===== config.mk =====
export PLATFORM = sky130hd
export DESIGN_NAME = thermo_pattern_gen_flat
export DESIGN_NICKNAME = d
export VERILOG_FILES = /design/src/rtl/thermo_pattern_if.sv /design/src/rtl/thermo_pattern_gen.sv /design/src/flat_wrapper.sv
export SDC_FILE = /design/constraint.sdc
export NUM_CORES = 1
export LEC_CHECK = 0
export BUFFER_PORTS_ARGS = -buffer_cell sky130_fd_sc_hd__buf_2
export CORE_MARGIN = 10
export CORE_UTILIZATION = 55
export DETAILED_ROUTE_END_ITERATION = 6
export GPL_TIMING_DRIVEN = 0
export HOLD_SLACK_MARGIN = 0.1
export PLACE_DENSITY = 0.89
export SKIP_LAST_GASP = 1
export SYNTH_ARGS = -nofsm -noshare
export SYNTH_HDL_FRONTEND = slang
export SYNTH_SLANG_ARGS = --single-unit
export TNS_END_PERCENT = 50

===== constraint.sdc =====
create_clock -name clk -period 2.8 [get_ports clk]
set_input_delay 0.14 -clock clk [delete_from_list [all_inputs] [get_ports clk]]
set_output_delay 0.14 -clock clk [all_outputs]
set_load 0.005 [all_outputs]

===== src/rtl/thermo_pattern_if.sv =====
// Request/response bundle between a pattern consumer (master) and the
// thermometer pattern generator (slave).
interface thermo_pattern_if #(
    parameter int WIDTH     = 32,
    parameter int BIN_WIDTH = 5
);
    logic                 bin_valid;
    logic                 bin_ready;
    logic [BIN_WIDTH-1:0] bin;
    logic                 ripple;
    logic [WIDTH-1:0]     thermo;
    logic [BIN_WIDTH-1:0] level;
    logic                 thermo_valid;
    logic                 busy;

    modport master (
        output bin_valid, bin, ripple,
        input  bin_ready, thermo, level, thermo_valid, busy
    );

    modport slave (
        input  bin_valid, bin, ripple,
        output bin_ready, thermo, level, thermo_valid, busy
    );
endinterface


===== src/rtl/thermo_pattern_gen.sv =====
// Binary-to-thermometer pattern generator: loads a code directly or walks the
// pattern one bit per clock toward the target, pulsing thermo_valid on arrival.
module thermo_pattern_gen #(
    parameter int WIDTH     = 32,
    parameter int BIN_WIDTH = 5
) (
    input  logic            clk,
    input  logic            rst,
    thermo_pattern_if.slave tp
);
    typedef enum logic {IDLE, RIPPLE} state_t;

    state_t               state_reg, state_next;
    logic [WIDTH-1:0]     thermo_reg, thermo_next;
    logic [BIN_WIDTH-1:0] level_reg, level_next;
    logic [BIN_WIDTH-1:0] target_reg, target_next;
    logic                 valid_reg, valid_next;
    logic                 busy_reg, busy_next;

    logic [WIDTH-1:0]     decoded;
    logic [BIN_WIDTH-1:0] level_inc;
    logic [BIN_WIDTH-1:0] level_dec;
    logic                 accept;

    // Bit k of the pattern is set for every k below the requested code.
    for (genvar gi = 0; gi < WIDTH; gi++) begin : g_decode
        assign decoded[gi] = (BIN_WIDTH'(gi) < tp.bin);
    end

    assign level_inc = level_reg + BIN_WIDTH'(1);
    assign level_dec = level_reg - BIN_WIDTH'(1);

    assign tp.bin_ready    = (state_reg == IDLE) && !rst;
    assign accept          = tp.bin_valid && tp.bin_ready;
    assign tp.thermo       = thermo_reg;
    assign tp.level        = level_reg;
    assign tp.thermo_valid = valid_reg;
    assign tp.busy         = busy_reg;

    always_ff @(posedge clk) begin
        if (rst) begin
            state_reg  <= IDLE;
            thermo_reg <= '0;
            level_reg  <= '0;
            target_reg <= '0;
            valid_reg  <= 1'b0;
            busy_reg   <= 1'b0;
        end else begin
            state_reg  <= state_next;
            thermo_reg <= thermo_next;
            level_reg  <= level_next;
            target_reg <= target_next;
            valid_reg  <= valid_next;
            busy_reg   <= busy_next;
        end
    end

    always_comb begin
        state_next  = state_reg;
        thermo_next = thermo_reg;
        level_next  = level_reg;
        target_next = target_reg;
        valid_next  = 1'b0;
        busy_next   = busy_reg;

        case (state_reg)
            IDLE: begin
                if (accept) begin
                    target_next = tp.bin;
                    if (tp.ripple) begin
                        state_next = RIPPLE;
                        busy_next  = 1'b1;
                    end else begin
                        thermo_next = decoded;
                        level_next  = tp.bin;
                        valid_next  = 1'b1;
                    end
                end
            end
            RIPPLE: begin
                // Exactly one bit moves per edge, so the pattern never bubbles.
                if (level_reg < target_reg) begin
                    thermo_next[level_reg] = 1'b1;
                    level_next             = level_inc;
                    if (level_inc == target_reg) begin
                        valid_next = 1'b1;
                        state_next = IDLE;
                        busy_next  = 1'b0;
                    end
                end else if (level_reg > target_reg) begin
                    thermo_next[level_dec] = 1'b0;
                    level_next             = level_dec;
                    if (level_dec == target_reg) begin
                        valid_next = 1'b1;
                        state_next = IDLE;
                        busy_next  = 1'b0;
                    end
                end else begin
                    valid_next = 1'b1;
                    state_next = IDLE;
                    busy_next  = 1'b0;
                end
            end
            default: begin
                state_next = IDLE;
                busy_next  = 1'b0;
            end
        endcase
    end
endmodule


===== src/flat_wrapper.sv =====
// flat-port wrapper written by rule: the top's interface ports become plain ports
module thermo_pattern_gen_flat 
#(
    parameter int WIDTH     = 32,
    parameter int BIN_WIDTH = 5
)
  (clk, rst, tp_bin_valid, tp_bin, tp_ripple, tp_bin_ready, tp_thermo, tp_level, tp_thermo_valid, tp_busy);
  thermo_pattern_if #(.WIDTH(WIDTH), .BIN_WIDTH(BIN_WIDTH)) tp_i ();
  input  logic clk;
  input  logic rst;
  input wire logic [$bits(tp_i.bin_valid)-1:0] tp_bin_valid;
  input wire logic [$bits(tp_i.bin)-1:0] tp_bin;
  input wire logic [$bits(tp_i.ripple)-1:0] tp_ripple;
  output wire logic [$bits(tp_i.bin_ready)-1:0] tp_bin_ready;
  output wire logic [$bits(tp_i.thermo)-1:0] tp_thermo;
  output wire logic [$bits(tp_i.level)-1:0] tp_level;
  output wire logic [$bits(tp_i.thermo_valid)-1:0] tp_thermo_valid;
  output wire logic [$bits(tp_i.busy)-1:0] tp_busy;
  assign tp_i.bin_valid = tp_bin_valid;
  assign tp_i.bin = tp_bin;
  assign tp_i.ripple = tp_ripple;
  assign tp_bin_ready = tp_i.bin_ready;
  assign tp_thermo = tp_i.thermo;
  assign tp_level = tp_i.level;
  assign tp_thermo_valid = tp_i.thermo_valid;
  assign tp_busy = tp_i.busy;
  thermo_pattern_gen #(.WIDTH(WIDTH), .BIN_WIDTH(BIN_WIDTH)) u_core (.clk(clk), .rst(rst), .tp(tp_i));
endmodule

==> metrics <==
drt pass-1 iters=7; CTS tree=built; number of setup violations in the final report=0; die area=roughly 10000 sq um; Total Power Consumption=~2.5 mW; Worst Path Required=3010 ps; cell class contributing the biggest share of worst-path delay=compound AO/OA/AOI/OAI gates; hold violation count in the final report=0; clock net sink count=45; count of flip-flops with a built-in enable after synthesis=0; Chip Width=around 100 um; placer's final routability congestion estimate=~1.1; vias in the first global route=around 4100; half-perimeter wire length after placement=10.9 mm; Post-synth ARST share=0; Worst Setup End Kind=register; source of the worst register-to-register timing path=u_core.tp.level[1]; Max clock buf depth=2; Ys Warns=0; number of buffers inserted to repair setup after CTS=0; post-route setup slack=~9.7 ps; final instance count without filler cells=between 600 and 700; total inserted antenna cells=0; status=finished, violations left; Arrival @ worst endpoint=about 3000 ps; cell with the most instances after synthesis=nor2_1; remaining routing DRC violations=1; remaining number of nets flagged by the antenna check after routing=0; flip-flop count of the largest register, all copies and words added=32; P&R area growth vs syn=11.7%; antenna violations before repair=0; final period demand of the worst path=~2800 ps; period utilisation layout=0.997; via count=roughly 4400; Crit path buffers/inverters=1; Worst Tran Pin Value=824 ps; RSZ-0062 raised after global routing=true; starting utilization of the core area=0.566; cell leakage power=between 1.5 and 2 nW; number of buffers created by CTS=5; Total Routed Length=~15 mm; final count of pins violating max slew=0; core area=~6300 sq um; timing startpoint of the critical path=u_core.tp.level[1]; vias per std cell=between 7 and 8; CP startpoint kind=register; number of ports placed on the die boundary=just under 50; cells along the critical path=ha_1 > nor2b_1 > o21a_1 > buf_2 > nor2_1 > o221ai_1 > a311oi_1; Root Driver=clkbuf_8; Highest Clock Rate=358 MHz; worst hold-check path type=input pin to register; Placement Setup Slack=-275 ps; proportion of layout cells with a drive suffix above 1=0.179; type of the worst setup path=register to register; area taken by multi-input logic gates=roughly 2400 sq um; Synth area leaders=dfxtp_1, nor2_1, o21ai_0; number of fill cells=~620; top cell type's share of synthesized area=0.252; largest net degree at the start of global routing=13; Mapped Cells=between 400 and 500; startpoint of the most critical hold path=tp_ripple; GRT Overall Usage=0.285; total negative setup slack=0 ps; clock transition at the register clock pins on the worst setup and hold paths after CTS=approximately 90 ps; worst relative slew slack=0.451; Worst path slowest cell=dfxtp_1; Seq cells post-synth=45; number of core rows=29; residual overflow from global routing=0; Setup Skew=7.05 ps; hold_ws=109 ps; # placed instances=613; top cells by instance count after synthesis=nor2_1, dfxtp_1, o21ai_0; Largest stage delay, worst path=650 ps; chip height=roughly 100 um; cell area after synthesis=approximately 3600 sq um; wire length per cell=~24 um; failing checks=design-rule violations; Yosys cell types=67; maximum resistive drop on vdd=0.339 mV; cell accounting for the most synthesized area=dfxtp_1; source-to-sink clock delay at the later pin of the worst-skew pair=310 ps; post-layout net count=about 560; number of buffers added on ports=47; count of max-cap constraint violations=0; area occupied by registers=901 sq um; Seq/Total Area, Yosys=0.252; first-iteration detailed-routing DRC count=801; synthesized area per cell=7.30 sq um; Power Density=approximately 630 nW/um^2; CP max FO=11; cts-stage hold buffer count=0; Max H-tree Level=2; main flop type after synthesis=dfxtp_1; Mapped Nets=507; global-route wire length before repair=between 20 and 25 mm
[through the flow]
| step | cell area, sq um | utilization |
|---|---|---|
| 2_1_floorplan | 3570 | - |
| 3_3_place_gp | 3900 | 0.618 |
| 3_5_place_dp | 3900 | 0.618 |
| 4_1_cts | 3980 | 0.630 |
| 5_1_grt | 3990 | 0.632 |
| 6_report | 3990 | 0.632 |
[area by class of cell]
type,count,share of cell area
Clock inverter,1,0.00125
Buffer,47,0.0564
Tap cell,77,0.0241
Timing Repair Buffer,47,0.0590
Sequential cell,45,0.226
Inverter,27,0.0254
Clock buffer,5,0.0172
Multi-Input combinational cell,370,0.591
[routing by layer]
metal / GRT usage / routed length [um]
met1: 0.365 / 5710
met2: 0.423 / 6380
met3: 0.0933 / 2290
met4: 0.128 / 771
met5: 0 / 0
[what timing repair did]
action | CTS | global route
resized for setup | 4 | 8
endpoints found under the setup margin | 10 | 18
endpoints found under the hold margin | 0 | 0
gates cloned | 0 | 0
[where the power goes]
part	leakage, nW	switching (mW)	internal, mW
sequential	0.368	0.0683	0.706
combinational	1.11	0.925	0.409
clock	0.0399	0.240	0.165
[cells by family after synthesis]
| logic type | after synthesis | share of synthesized area |
|---|---|---|
| and+or+nand+nor | 179 | 0.261 |
| AOI/OAI and AO/OA | 172 | 0.340 |
| buffers and inverters | 74 | 0.0897 |
| DFF | 45 | 0.252 |
| adders and majority gates | 9 | 0.0315 |
| xor gates and xnor gates | 8 | 0.0196 |
| muxes | 2 | 0.00561 |
[cell usage in the layout (no fill, tap or decap), types with 8 or more instances in the layout]
master / Yosys / routed
dfxtp_1: 45 / 45
nor2_1: 57 / 57
ha_1: 9 / 9
o21ai_0: 39 / 38
a311oi_1: 8 / 8
clkbuf_1: 28 / 23
nand2_1: 32 / 32
inv_1: 27 / 27
buf_2: 13 / 60
a221oi_1: 14 / 14
a211oi_1: 11 / 11
a21oi_1: 29 / 29
o21ai_1: 8 / 8
and3_1: 8 / 8
nor3_1: 22 / 22
[final timing paths]
| kind | end | slack, ps | cells past startpoint |
|---|---|---|---|
| setup / recovery | u_core.tp.thermo[3] | 10 | 7 |
| hold / removal | u_core.state_reg | 110 | 3 |
| setup reg to reg | u_core.tp.thermo[3] | 10 | 7 |
| hold reg to reg | u_core.tp.thermo[1] | 470 | 2 |
[worst min-delay path: cells and delay by family]
family / cells / cell delay [ps]
buf+inv: 1 / 110
compound gates: 1 / 60
simple gates: 1 / 50
No activity file was read; power rests on OpenSTA's default activity.
